===== src/rtl/noc_credit_rx_buffer_if.sv =====
// Credit-based NoC link between a transmitter (or its pipeline stages) and the receive buffer.
// Packet layout is {last, addr, data}; the gnt vector carries credits back upstream.
interface noc_if #(
    parameter int VC_W = 2,
    parameter int A_W  = 8,
    parameter int D_W  = 8
);
    logic [VC_W-1:0]    credit_vc_target;
    logic [A_W+D_W:0]   credit_packet;
    logic [VC_W-1:0]    credit_vc_credit_gnt;

    modport transmitter (
        output credit_vc_target,
        output credit_packet,
        input  credit_vc_credit_gnt
    );

    modport receiver (
        input  credit_vc_target,
        input  credit_packet,
        output credit_vc_credit_gnt
    );
endinterface


===== src/rtl/noc_credit_rx_buffer.sv =====
// Receive terminus of a credit-based NoC link: per-VC FIFOs, round-robin drain, one credit per pop.
// Optional macro NOC_CREDIT_RX_BUFFER_OCC_EN adds per-VC occupancy and high-water-mark outputs.
module noc_credit_rx_buffer #(
    parameter int  VC_W  = 2,
    parameter int  A_W   = 8,
    parameter int  D_W   = 8,
    parameter int  DEPTH = 4,
    localparam int CNT_W = $clog2(DEPTH + 1)
) (
    input  logic             clk,
    input  logic             rst,
    noc_if.receiver          from_tx,
    output logic             out_valid,
    input  logic             out_ready,
    output logic [VC_W-1:0]  out_vc,
    output logic [A_W-1:0]   out_addr,
    output logic [D_W-1:0]   out_data,
    output logic             out_last,
    output logic             err_overflow,
    output logic             err_multihot
`ifdef NOC_CREDIT_RX_BUFFER_OCC_EN
    ,
    output logic [VC_W-1:0][CNT_W-1:0] occupancy,
    output logic [VC_W-1:0][CNT_W-1:0] occ_max
`endif
);

    localparam int PKT_W = A_W + D_W + 1;
    localparam int PTR_W = (DEPTH > 1) ? $clog2(DEPTH) : 1;
    localparam int IDX_W = (VC_W > 1) ? $clog2(VC_W) : 1;

    logic [PKT_W-1:0] mem [VC_W][DEPTH];
    logic [CNT_W-1:0] cnt     [VC_W];
    logic [CNT_W-1:0] cnt_nxt [VC_W];
    logic [PTR_W-1:0] wr_ptr  [VC_W];
    logic [PTR_W-1:0] rd_ptr  [VC_W];

    logic [IDX_W-1:0] rr_ptr, lock_idx, sel_idx, push_idx, hi_idx, lo_idx;
    logic             locked, found_hi, found_any;
    logic             pop, push_one, push_ok, multihot, overflow;
    logic [VC_W-1:0]  push_vec, pop_vec;
    logic [PKT_W-1:0] head;

    function automatic logic [PTR_W-1:0] ptr_inc(input logic [PTR_W-1:0] p);
        return (p == PTR_W'(DEPTH - 1)) ? '0 : p + PTR_W'(1);
    endfunction

    // Arbitration: a locked VC wins; otherwise first non-empty VC at or after rr_ptr, wrapping.
    // NOTE: every variable written in always_comb gets a default first, so no latch is inferred.
    always_comb begin
        found_hi  = 1'b0;
        found_any = 1'b0;
        hi_idx    = '0;
        lo_idx    = '0;
        for (int v = 0; v < VC_W; v++) begin
            if (cnt[v] != '0) begin
                if (!found_any) begin
                    lo_idx    = IDX_W'(v);
                    found_any = 1'b1;
                end
                if (!found_hi && IDX_W'(v) >= rr_ptr) begin
                    hi_idx   = IDX_W'(v);
                    found_hi = 1'b1;
                end
            end
        end
        sel_idx = locked ? lock_idx : (found_hi ? hi_idx : lo_idx);
    end

    assign out_valid = locked || found_any;
    assign pop       = out_valid && out_ready;
    assign out_vc    = out_valid ? (VC_W'(1) << sel_idx) : '0;
    assign pop_vec   = pop ? out_vc : '0;

    assign head     = mem[sel_idx][rd_ptr[sel_idx]];
    assign out_last = head[PKT_W-1];
    assign out_addr = head[A_W+D_W-1:D_W];
    assign out_data = head[D_W-1:0];

    always_comb begin
        push_idx = '0;
        for (int v = 0; v < VC_W; v++) begin
            if (from_tx.credit_vc_target[v]) push_idx = IDX_W'(v);
        end
    end

    // A full FIFO still accepts a push when it is being popped in the same cycle.
    assign push_one = $onehot(from_tx.credit_vc_target);
    assign multihot = (from_tx.credit_vc_target != '0) && !push_one;
    assign push_ok  = push_one && ((cnt[push_idx] != CNT_W'(DEPTH)) || pop_vec[push_idx]);
    assign overflow = push_one && !push_ok;
    assign push_vec = push_ok ? from_tx.credit_vc_target : '0;

    always_comb begin
        for (int v = 0; v < VC_W; v++) begin
            cnt_nxt[v] = cnt[v];
            if (push_vec[v] && !pop_vec[v]) cnt_nxt[v] = cnt[v] + CNT_W'(1);
            else if (!push_vec[v] && pop_vec[v]) cnt_nxt[v] = cnt[v] - CNT_W'(1);
        end
    end

    // NOTE: sequential state uses non-blocking assignments so every flop samples pre-edge values.
    always_ff @(posedge clk or posedge rst) begin
        if (rst) begin
            for (int v = 0; v < VC_W; v++) begin
                cnt[v]    <= '0;
                wr_ptr[v] <= '0;
                rd_ptr[v] <= '0;
            end
            rr_ptr                       <= '0;
            locked                       <= 1'b0;
            lock_idx                     <= '0;
            from_tx.credit_vc_credit_gnt <= '0;
            err_overflow                 <= 1'b0;
            err_multihot                 <= 1'b0;
        end else begin
            for (int v = 0; v < VC_W; v++) begin
                cnt[v] <= cnt_nxt[v];
                if (push_vec[v]) wr_ptr[v] <= ptr_inc(wr_ptr[v]);
                if (pop_vec[v])  rd_ptr[v] <= ptr_inc(rd_ptr[v]);
            end
            locked   <= out_valid && !out_ready;
            lock_idx <= sel_idx;
            if (pop) rr_ptr <= (sel_idx == IDX_W'(VC_W - 1)) ? '0 : sel_idx + IDX_W'(1);
            from_tx.credit_vc_credit_gnt <= pop_vec;
            err_overflow <= err_overflow | overflow;
            err_multihot <= err_multihot | multihot;
        end
    end

    // NOTE: storage is not reset; counts and pointers alone define which entries are valid.
    always_ff @(posedge clk) begin
        for (int v = 0; v < VC_W; v++) begin
            if (push_vec[v]) mem[v][wr_ptr[v]] <= from_tx.credit_packet;
        end
    end

`ifdef NOC_CREDIT_RX_BUFFER_OCC_EN
    always_comb begin
        for (int v = 0; v < VC_W; v++) occupancy[v] = cnt[v];
    end

    always_ff @(posedge clk or posedge rst) begin
        if (rst) begin
            occ_max <= '0;
        end else begin
            for (int v = 0; v < VC_W; v++) begin
                if (cnt_nxt[v] > occ_max[v]) occ_max[v] <= cnt_nxt[v];
            end
        end
    end
`endif

endmodule


===== src/flat_wrapper.sv =====
// flat-port wrapper written by rule: the top's interface ports become plain ports
module noc_credit_rx_buffer_flat 
#(
    parameter int  VC_W  = 2,
    parameter int  A_W   = 8,
    parameter int  D_W   = 8,
    parameter int  DEPTH = 4,
    localparam int CNT_W = $clog2(DEPTH + 1)
)
  (clk, rst, out_valid, out_ready, out_vc, out_addr, out_data, out_last, err_overflow, err_multihot, from_tx_credit_vc_target, from_tx_credit_packet, from_tx_credit_vc_credit_gnt);
  noc_if #(.VC_W(VC_W), .A_W(A_W), .D_W(D_W)) from_tx_i ();
  input  logic clk;
  input  logic rst;
  output logic out_valid;
  input  logic out_ready;
  output logic [VC_W-1:0] out_vc;
  output logic [A_W-1:0] out_addr;
  output logic [D_W-1:0] out_data;
  output logic out_last;
  output logic err_overflow;
  output logic err_multihot;
  input wire logic [$bits(from_tx_i.credit_vc_target)-1:0] from_tx_credit_vc_target;
  input wire logic [$bits(from_tx_i.credit_packet)-1:0] from_tx_credit_packet;
  output wire logic [$bits(from_tx_i.credit_vc_credit_gnt)-1:0] from_tx_credit_vc_credit_gnt;
  assign from_tx_i.credit_vc_target = from_tx_credit_vc_target;
  assign from_tx_i.credit_packet = from_tx_credit_packet;
  assign from_tx_credit_vc_credit_gnt = from_tx_i.credit_vc_credit_gnt;
  noc_credit_rx_buffer #(.VC_W(VC_W), .A_W(A_W), .D_W(D_W), .DEPTH(DEPTH)) u_core (.clk(clk), .rst(rst), .from_tx(from_tx_i), .out_valid(out_valid), .out_ready(out_ready), .out_vc(out_vc), .out_addr(out_addr), .out_data(out_data), .out_last(out_last), .err_overflow(err_overflow), .err_multihot(err_multihot));
endmodule

===== config.mk =====
export PLATFORM = sky130hd
export DESIGN_NAME = noc_credit_rx_buffer_flat
export DESIGN_NICKNAME = d
export VERILOG_FILES = /design/src/rtl/noc_credit_rx_buffer_if.sv /design/src/rtl/noc_credit_rx_buffer.sv /design/src/flat_wrapper.sv
export SDC_FILE = /design/constraint.sdc
export NUM_CORES = 1
export LEC_CHECK = 0
export ABC_AREA = 0
export CORE_UTILIZATION = 51
export DETAILED_ROUTE_END_ITERATION = 16
export PLACE_DENSITY = 0.78
export SETUP_SLACK_MARGIN = 0.2
export SYNTH_ARGS = -nofsm -noshare
export SYNTH_HDL_FRONTEND = slang
export SYNTH_SLANG_ARGS = --single-unit

===== constraint.sdc =====
create_clock -name clk -period 3.6 [get_ports clk]
set_input_delay 0.72 -clock clk [delete_from_list [all_inputs] [get_ports clk]]
set_output_delay 0.72 -clock clk [all_outputs]
set_load 0.03 [all_outputs]

# After elaboration in Yosys (flattened, before gate mapping)
# Memory sizes are Yosys's and may differ from the RTL's.
# Cells that the tools add are included.
# word_totals
reg_bits	21
ram_bits	136
out_inout_bits	24
word_cells	122
memories	1
# mem_list
memory	depth	word_bits	rd	rd_clocked_by_memory_dff	write_ports	line_no	text
u_core.mem	2	68	1	0	1	noc_credit_rx_buffer.sv:32	logic [PKT_W-1:0] mem [VC_W][DEPTH];
# classes
n_addsub	10
n_lt_le_gt_ge	10
n_eq_ne	6
n_shift	1
n_mux	47
n_bitwise	7
n_reduce_logical	28
# ops
cell	count
2-to-1 mux 68 bit	4
demux 17 bit (select 2 bit)	2
2-to-1 mux 17 bit	4
OR reduction 68 bit	1
binary-select mux 17 bit (select 2 bit)	1
2-to-1 mux 3 bit	7
2-to-1 mux 2 bit	10
2-to-1 mux 1 bit	19
logical AND 1 bit	12
greater-or-equal comparator 3 bit, second input constant	3
inverter 2 -> 3 bit	3
adder 2 x 1 -> 2 bit, second input constant	4
== test 2 bit, second input constant	4
zero test 1 bit	8
adder 3 x 1 -> 3 bit, second input constant	2
less-than comparator 3 x 1 -> 1 bit, second input constant	2
nonzero test 2 bit	3
nonzero test 3 bit	2
subtractor 3 x 1 -> 3 bit, second input constant	2
greater-or-equal comparator 2 bit, second input constant	2
inverter 1 -> 2 bit	2
!= test 3 bit, second input constant	1
adder 1 x 1 -> 2 bit	1
== test 2 x 1 -> 1 bit, second input constant	1
6 further kinds	9

# Depth between registers and ports, before layout
# Gate-level depths: netlist (run 1).
# logic_depth
word_depth	21
mapped_depth	12
ltp_nobuf	12

# Least setup slack after synthesis (run 1)
# OpenSTA, ideal clock, no wires.
# synth_timing
kind	flip-flop to flip-flop
start	register u_core.cnt[0] (netlist bit)
end	register u_core.cnt[5] (netlist bit)
setup_ns	0.080
t_arrival_ns	2.817
t_required_ns	3.520
setup_slack_ns	0.703
path_stages_with_launch	12
path_buffers	1
synth_period_minus_slack_ns	2.897
cell_sequence	dfrtp_1 -> or4_4 -> o311ai_2 -> buf_2 -> a2111oi_1 -> nor3_4 -> ha_1 -> inv_1 -> fa_1 -> xor2_1 -> nor2_1 -> xnor2_1
# synth_via
elab_chain_cells	15
elab_cells_between_ends	27
# synth_lines
element	line_no	text
start: declaration	noc_credit_rx_buffer.sv:33	logic [CNT_W-1:0] cnt [VC_W];
start signal: indexed assignment	noc_credit_rx_buffer.sv:118	cnt[v] <= cnt_nxt[v];
nonzero test 3 bit	noc_credit_rx_buffer.sv:56	if (cnt[v] != '0) begin
2-to-1 mux 1 bit	noc_credit_rx_buffer.sv:56	
2-to-1 mux 1 bit (2 in a row)	noc_credit_rx_buffer.sv:67	sel_idx = locked ? lock_idx : (found_hi ? hi_idx : lo_idx);
left shift 1 x 1 -> 2 bit	noc_credit_rx_buffer.sv:72	assign out_vc = out_valid ? (VC_W'(1) << sel_idx) : '0;
2-to-1 mux 2 bit	noc_credit_rx_buffer.sv:72	
2-to-1 mux 2 bit	noc_credit_rx_buffer.sv:73	assign pop_vec = pop ? out_vc : '0;
2-to-1 mux 1 bit (implied by the code) (2 in a row)	noc_credit_rx_buffer.sv:90	assign push_ok = push_one && ((cnt[push_idx] != CNT_W'(DEPTH)) || pop_vec[push_idx]);
logical OR 1 bit *	noc_credit_rx_buffer.sv:90	
logical AND 1 bit *	noc_credit_rx_buffer.sv:90	
2-to-1 mux 2 bit *	noc_credit_rx_buffer.sv:92	assign push_vec = push_ok ? from_tx.credit_vc_target : '0;
via u_core.push_vec[0]	noc_credit_rx_buffer.sv:41	logic [VC_W-1:0] push_vec, pop_vec;
zero test 1 bit	noc_credit_rx_buffer.sv:98	else if (!push_vec[v] && pop_vec[v]) cnt_nxt[v] = cnt[v] - CNT_W'(1);
logical AND 1 bit	noc_credit_rx_buffer.sv:98	
nonzero test 2 bit (no source line)	n/a	
# The timed path passes the listed nets; every way through them passes the cells marked *. The select of a mux whose other input is x is not followed.
# A chain may end at the register's enable or synchronous reset.

# Worst setup path after layout (run 1)
# layout_timing
start	register u_core.cnt[0] (netlist bit)
end	output port out_data[5]
# layout_via
elab_chain_cells	12
elab_cells_between_ends	15
# layout_lines
element	line_no	text
nonzero test 3 bit *	noc_credit_rx_buffer.sv:56	
2-to-1 mux 1 bit	noc_credit_rx_buffer.sv:56	
2-to-1 mux 1 bit * (2 in a row)	noc_credit_rx_buffer.sv:67	
inverter 1 -> 2 bit (implied by the code)	noc_credit_rx_buffer.sv:75	assign head = mem[sel_idx][rd_ptr[sel_idx]];
2-to-1 mux 2 bit (implied by the code) (3 in a row)	noc_credit_rx_buffer.sv:75	
inverter 2 -> 3 bit (implied by the code)	noc_credit_rx_buffer.sv:75	
binary-select mux 17 bit (select 2 bit) *	noc_credit_rx_buffer.sv:75	
2-to-1 mux 17 bit (implied by the code) * (2 in a row)	noc_credit_rx_buffer.sv:75	
end: declaration	flat_wrapper.sv:18	output logic [D_W-1:0] out_data;
# Mark *: on every way between the ends. The rest lies on a longest branch, timed or not. The select of a mux whose other input is x is not followed.

==> results of run 1 <==
==> power groups by stage <==
| stage | sequential, mW | clock, mW | combinational, mW |
|---|---|---|---|
| finish | 2.41 | 1.72 | 2.20 |
| global route | 2.44 | 1.83 | 2.37 |
| CTS | 2.41 | 1.76 | 2.25 |
| detailed placement | 2.44 | 0 | 2.34 |
| global placement | 2.42 | 0 | 2.31 |
| floorplan | 2.43 | 0 | 1.55 |
==> worst max-delay path, delay by kind of cell (launching register included) <==
| kind | cells | cell delay, ns |
|---|---|---|
| buffers and inverters | 2 | 0.62 |
| and+or+nand+nor | 1 | 0.58 |
| DFF | 1 | 0.45 |
| muxes | 1 | 0.37 |
| AOI/OAI and AO/OA | 1 | 0.13 |
==> metal layers <==
metal / part of all wire (%) / global-route usage [%] / vias up
li1: - / - / 1328
met1: 40 / 27.12 / 1516
met2: 51 / 31.28 / 98
met3: 7.2 / 4.446 / 11
met4: 1.4 / 8.684 / 0
met5: 0 / 0 / -
==> registers in the layout, summed over array words and instances (netlist names) <==
name,flops
u_core.cnt,6
u_core.err_multihot,1
u_core.err_overflow,1
u_core.from_tx.credit_vc_credit_gnt,2
u_core.lock_idx,1
u_core.locked,1
u_core.mem,136
u_core.rd_ptr,4
u_core.rr_ptr,1
u_core.wr_ptr,4
==> cells by family after synthesis <==
group           Yosys count  share of synthesized area [%]
flops                   157                          73.53
simple gates             31                          2.755
xor+xnor                  6                         0.8385
compound gates            6                          1.178
buf+inv                  23                          1.457
mux                      60                          17.01
fa+ha+maj                15                          3.234
==> layout make-up <==
cell class / count / area [µm²] / share of cell area [%]
clock buffers: 18 / 429.2 / 5.680
clock inverters: 14 / 142.6 / 1.888
inverters: 13 / 48.80 / 0.6458
multi-input cells: 118 / 1578 / 20.88
flip-flops and latches: 157 / 4609 / 61.00
well taps: 147 / 183.9 / 2.434
repair buffers: 62 / 564.3 / 7.468
==> what timing repair did <==
action                     in CTS  in global routing
setup endpoints to repair      17                  0
resized for setup              19                  0
buffers inserted                0                  0
==> worst max path at each step <==
| stage | cells after the start | startpoint | endpoint | slack (ns) |
|---|---|---|---|---|
| after detailed placement | 7 | out_ready | u_core.cnt[4] | 0.37 |
| after CTS | 5 | u_core.cnt[0] | out_data[5] | 0.28 |
| after global routing | 5 | u_core.cnt[0] | out_data[5] | 0.24 |
| after global placement | 5 | u_core.cnt[0] | out_data[5] | 0.40 |
| after floorplan | 11 | u_core.cnt[0] | u_core.cnt[5] | 0.70 |
| final | 5 | u_core.cnt[0] | out_data[5] | 0.32 |
==> synthesized netlist by cell type (all sizes together) <==
library cell and number:
fa 2, nand2 5, ha 13, mux4 34, buf 5, xnor2 3, nand2b 2, mux2 26
o311ai 1, clkbuf 5, a2111oi 2, nor2 9, a21o 2, o21ai 1, or4 1, and2 8
or2 2, xor2 3, dfrtp 21, nor3 4, edfxtp 136, inv 13
==> per-stage QoR <==
| stage | setup slack, ns | utilization [%] | instance area, µm² | total power [mW] |
|---|---|---|---|---|
| global route | 0.2425 | 62.91 | 7556 | 6.639 |
| CTS | 0.2842 | 62.91 | 7556 | 6.413 |
| finish | 0.3153 | 62.91 | 7556 | 6.329 |
| detailed placement | 0.3651 | 58.26 | 6998 | 4.783 |
| global placement | 0.3978 | 58.26 | 6998 | 4.732 |
| floorplan | 0.7026 | - | 6269 | 3.979 |
==> layout by cell type, fill, tap and decap left out, types with 2 or more instances in the layout <==
cell | netlist | routed
mux2_2 | 22 | 22
clkdlybuf4s50_1 | 0 | 28
or2_2 | 2 | 2
xor2_1 | 3 | 3
mux4_2 | 34 | 34
fa_1 | 2 | 2
mux2_1 | 2 | 2
and2_1 | 8 | 8
xnor2_1 | 3 | 3
bufinv_16 | 0 | 2
clkbuf_16 | 0 | 17
edfxtp_1 | 136 | 136
nand2b_1 | 2 | 2
nor3_1 | 3 | 3
mux2_4 | 2 | 2
inv_6 | 0 | 4
nor2_1 | 8 | 8
ha_1 | 13 | 13
clkinvlp_4 | 0 | 2
a21o_1 | 2 | 2
dlygate4sd2_1 | 0 | 17
buf_4 | 0 | 16
dfrtp_1 | 21 | 21
clkinv_2 | 0 | 4
nand2_1 | 5 | 5
inv_1 | 12 | 12
==> flow_metrics.tcl, run 1 <==
set metrics [dict create \
    synth_top_cell_by_area "edfxtp_1" \
    sequentialPowerShare_pct 38.0 \
    worst_skew_pair_latency_ns 0.42 \
    port_buffers 45 \
    count_of_final_hold_check_violations 0 \
    worst_path_class_setup "flop to output pin" \
    clock_tree_from_tritoncts "yes" \
    cellLeakagePower_nw 2.651 \
    final.period_utilization_pct 91.24 \
    cts.htree.levels 4 \
    post-dp-hpwl_um 6952 \
    grt.total_usage_pct 19.88 \
    drc 0 \
    insertedDiodeCount 0 \
    startpoint_type "flop" \
    worstHoldStart "u_core.err_multihot" \
    worst_setup_hold_path_clk_slew_ns 0.06 \
    grt_antenna_before_repair 0 \
    crit_required_ns 2.88 \
    max_slew.worst_pin.slew_ns 1.070 \
    power_report.internal_total_mw 4.311 \
    slowest_stage "or4_4" \
    timing.hold.ws_ns 0.4663 \
    vdd_ir_drop_max_mv 0.4111 \
    mappedNetlistArea_mm2 0.006269 \
    timing.max_slew.rel_slack_pct 28.68 \
    run_status "completed" \
    design.core.area_mm2 0.01201 \
    comb_power_share_pct 34.8 \
    synth_sequential_area_ratio_pct 73.53 \
    dieWidth_um 112.9 \
    final_wirelength_um 11240 \
    place.detailed.instances 497 \
    worstPathArrival_ns 2.56 \
    clk_path_buf_depth 2 \
    pwr-share-clk_pct 27.2 \
    first_pass_iters 4 \
    placement_rows 40 \
    cts.sink_count 157 \
    cts_inserted_buffers 17 \
    max_cap_viol_count 0 \
    r2r_cells 9 \
    fill_cells 842 \
    final_antenna_net_count 0 \
    via_per_inst 5.582 \
    gr-total-overflow 0 \
    ys_types 29 \
    post_layout_nonfiller_instances 529 \
    synth_warnings 0 \
    postSynthRegisterBits 157 \
    fin_crit_ns 3.285 \
    wire_per_inst_um 21.25 \
    chipHeight_um 112.9 \
    worstHoldPathCells 1 \
    worstPathMaxFanout 18 \
    timing.hold.worst.class "flop to flop" \
    setup_viol 0 \
    synth.top_cells.by_area "edfxtp_1 (65%), mux4_2 (12%), dfrtp_1 (8.4%), mux2_2 (4.0%), ha_1 (2.6%)" \
    clk_root_buffer_cell "clkbuf_16" \
    switching_portion_of_total_power_pct 31.90 \
    timing_max_transition_violations_final 0 \
    effective_utilization_at_floorplan_pct 52.19 \
    crit_path_capture_type "output pin" \
    grt_pass1_vias 3177 \
    synthDominantCellAreaShare_pct 65.15 \
    power_dens_cells_mw_per_mm2 837.7 \
    syn_avg_cell_area_um2 21.04 \
    worst_hold_path.endpoint "u_core.err_multihot" \
    design.die.area_mm2 0.01274 \
    fin_setup_tns_ns 0 \
    unrepaired_setup_endpoints_after_global_routing "no" \
    area_growth_syn_to_layout_pct 20.54 \
    crit-reg2reg-launch "u_core.cnt[0]" \
    reg2reg_setup_slack_ns 0.59 \
    power.net_switching_mw 2.019 \
    syn-num-nets 335 \
    timing.critical_path.cells "or4_4 -> o311ai_4 -> buf_8 -> mux2_2 -> dlygate4sd2_1" \
    final_layout_size_suffix_gt1_share_pct 29.58 \
    num_vias 2953 \
    grt_first_pass_wirelength_um 17920 \
    worstReg2RegEnd "u_core.cnt[1]" \
    highest_achievable_clock_rate_ghz 0.3044 \
    finish.net_count 406 \
    ios 46 \
    clock_skew_ns 0.007353 \
    largest_net_degree_at_the_start_of_global_routing 22 \
    gp_routability_congestion 0.7317 \
    drt_iter0_markers 183 \
    syn-instance-count 298 \
    cts-hold-fix-buffers 0 \
    slowest_delay_ns 0.58 \
]
Power figures use the tool's default switching activity.
==> run 2, diff against run 1 <==
--- a/config.mk
+++ b/config.mk
@@ -6,6 +6,7 @@
 export NUM_CORES = 1
 export LEC_CHECK = 0
 export ABC_AREA = 0
+export CORE_MARGIN = 2
 export CORE_UTILIZATION = 51
 export DETAILED_ROUTE_END_ITERATION = 16
 export PLACE_DENSITY = 0.78
@@ -13,3 +14,4 @@
 export SYNTH_ARGS = -nofsm -noshare
 export SYNTH_HDL_FRONTEND = slang
 export SYNTH_SLANG_ARGS = --single-unit
+export TNS_END_PERCENT = 30
==> run 2 against run 1 <==
  * Sequential share of layout area up 0.21 points
  * Design area down 0.35%
  * Clock-buffer cell count up 11
  * First-iteration DRC count up 53%
==> flow_metrics.tcl, run 2 (synthesized netlist as in run 1, its figures left out) <==
set metrics [dict create \
    final.period_utilization_pct 97.52 \
    place_ws_ns 0.2732 \
    grt_pass1_vias 3233 \
    worst_hold_path.endpoint "u_core.err_multihot" \
    num_vias 2975 \
    worstPathArrival_ns 2.79 \
    cp_top_family "buffers and inverters" \
    worst_path_class_setup "flop to output pin" \
    dieWidth_um 114.9 \
    reg2reg_setup_slack_ns 0.53 \
    gr-total-overflow 0 \
    slowest_stage "clkdlybuf4s50_1" \
    drc 0 \
    worstPathMaxFanout 18 \
    port_buffers 45 \
    cts-hold-fix-buffers 0 \
    cts.sink_count 157 \
    effective_utilization_at_floorplan_pct 52.19 \
    fill_cells 836 \
    finish.net_count 402 \
    worstHoldStart "u_core.err_multihot" \
    drt_iter0_markers 280 \
    fin_setup_tns_ns 0 \
    setup_viol 0 \
    timing.hold.worst.class "flop to flop" \
    r2r_cells 9 \
    cellLeakagePower_nw 2.631 \
    power_dens_cells_mw_per_mm2 842.5 \
    placement_rows 40 \
    final_layout_size_suffix_gt1_share_pct 26.98 \
    insertedDiodeCount 0 \
    run_status "completed" \
    timing_max_transition_violations_final 0 \
    wire_per_inst_um 21.83 \
    design.die.area_mm2 0.01319 \
    grt_first_pass_wirelength_um 18100 \
    gp_routability_congestion 0.7718 \
    crit_path_capture_type "output pin" \
    count_of_final_hold_check_violations 0 \
    grt.total_usage_pct 19.38 \
    timing.critical_path.cells "or4_4 -> o311ai_4 -> buf_8 -> mux2_2 -> clkdlybuf4s50_1" \
    largest_net_degree_at_the_start_of_global_routing 22 \
    cts_inserted_buffers 17 \
    grt_antenna_before_repair 0 \
    final_wirelength_um 11460 \
    crit_required_ns 2.88 \
    startpoint_type "flop" \
    unrepaired_setup_endpoints_after_global_routing "yes" \
    highest_achievable_clock_rate_ghz 0.2848 \
    chipHeight_um 114.9 \
    post-layout-total-power_mw 6.343 \
    place.detailed.instances 493 \
    area_growth_syn_to_layout_pct 20.12 \
    largest_register_ffs 136 \
    layout.cells.most_common_list "edfxtp_1 (136), clkdlybuf4s50_1 (37), mux4_2 (34)" \
    final_antenna_net_count 0 \
    ios 46 \
    crit-reg2reg-launch "u_core.cnt[0]" \
    worstPathBufferInverterCount 2 \
    clk_path_buf_depth 2 \
    timing.max_slew.rel_slack_pct 27.97 \
    cts.htree.levels 4 \
    clk_root_buffer_cell "clkbuf_16" \
    max_slew.worst_pin.slew_ns 1.080 \
    post_layout_nonfiller_instances 525 \
    via_per_inst 5.667 \
    vdd_ir_drop_max_mv 0.4706 \
    crit_path_setup_slack_layout_ns 0.08931 \
    worst_setup_hold_path_clk_slew_ns 0.06 \
    slowest_delay_ns 0.59 \
    fin_crit_ns 3.511 \
    design.core.area_mm2 0.01201 \
    clock_skew_ns 0.01007 \
    worstHoldPathCells 1 \
    layout.cells.most_common "edfxtp_1" \
    worst_skew_pair_latency_ns 0.42 \
    clock_tree_from_tritoncts "yes" \
    worstReg2RegEnd "u_core.cnt[4]" \
    max_cap_viol_count 0 \
    first_pass_iters 4 \
    post-route-util_pct 62.69 \
    post-dp-hpwl_um 6628 \
]
[run 2: layout make-up]
| cell class | instances | area (µm²) | area share, % |
|---|---|---|---|
| flip-flops and latches | 157 | 4609 | 61.22 |
| inverters | 13 | 48.80 | 0.6481 |
| well taps | 147 | 183.9 | 2.443 |
| repair buffers | 58 | 569.3 | 7.561 |
| clock inverters | 3 | 40.04 | 0.5317 |
| multi-input cells | 118 | 1578 | 20.95 |
| clock buffers | 29 | 500.5 | 6.647 |
[run 2: metrics by stage]
step           hold slack [ns]  instance area, µm²
3_3_place_gp            0.4560                6980
2_1_floorplan           0.4641                6269
6_report                0.4724                7530
5_1_grt                 0.5015                7530
3_5_place_dp            0.4570                6980
4_1_cts                 0.4792                7522
[run 2: worst max-delay path by stage]
stage	endpoint	depth (start not counted)	start	slack [ns]
final	out_data[2]	5	u_core.cnt[0]	0.09
after global routing	out_addr[1]	5	u_core.cnt[0]	0.02
after CTS	out_addr[7]	5	u_core.cnt[0]	0.08
after detailed placement	u_core.cnt[4]	7	out_ready	0.27
after global placement	u_core.cnt[4]	7	out_ready	0.32
after floorplan	u_core.cnt[5]	11	u_core.cnt[0]	0.70
[run 2: timing repair]
action	4_1_cts	5_1_grt
setup endpoints to repair	17	12
hold endpoints to repair	0	0
gates cloned	0	0
resized for setup	7	3
setup buffers	0	0
[run 2: per-layer routing]
metal / global-route usage, % / vias to the layer above / wire, µm
met5: 0 / - / 0
met4: 9.076 / 0 / 258
met3: 4.481 / 19 / 500
met2: 31.41 / 81 / 5853
met1: 25.18 / 1555 / 4847
li1: - / 1320 / -
[run 2: power breakdown]
part	internal, mW	switching [mW]
registers	2.27	0.158
clock network	1.00	0.625
logic	1.09	1.19
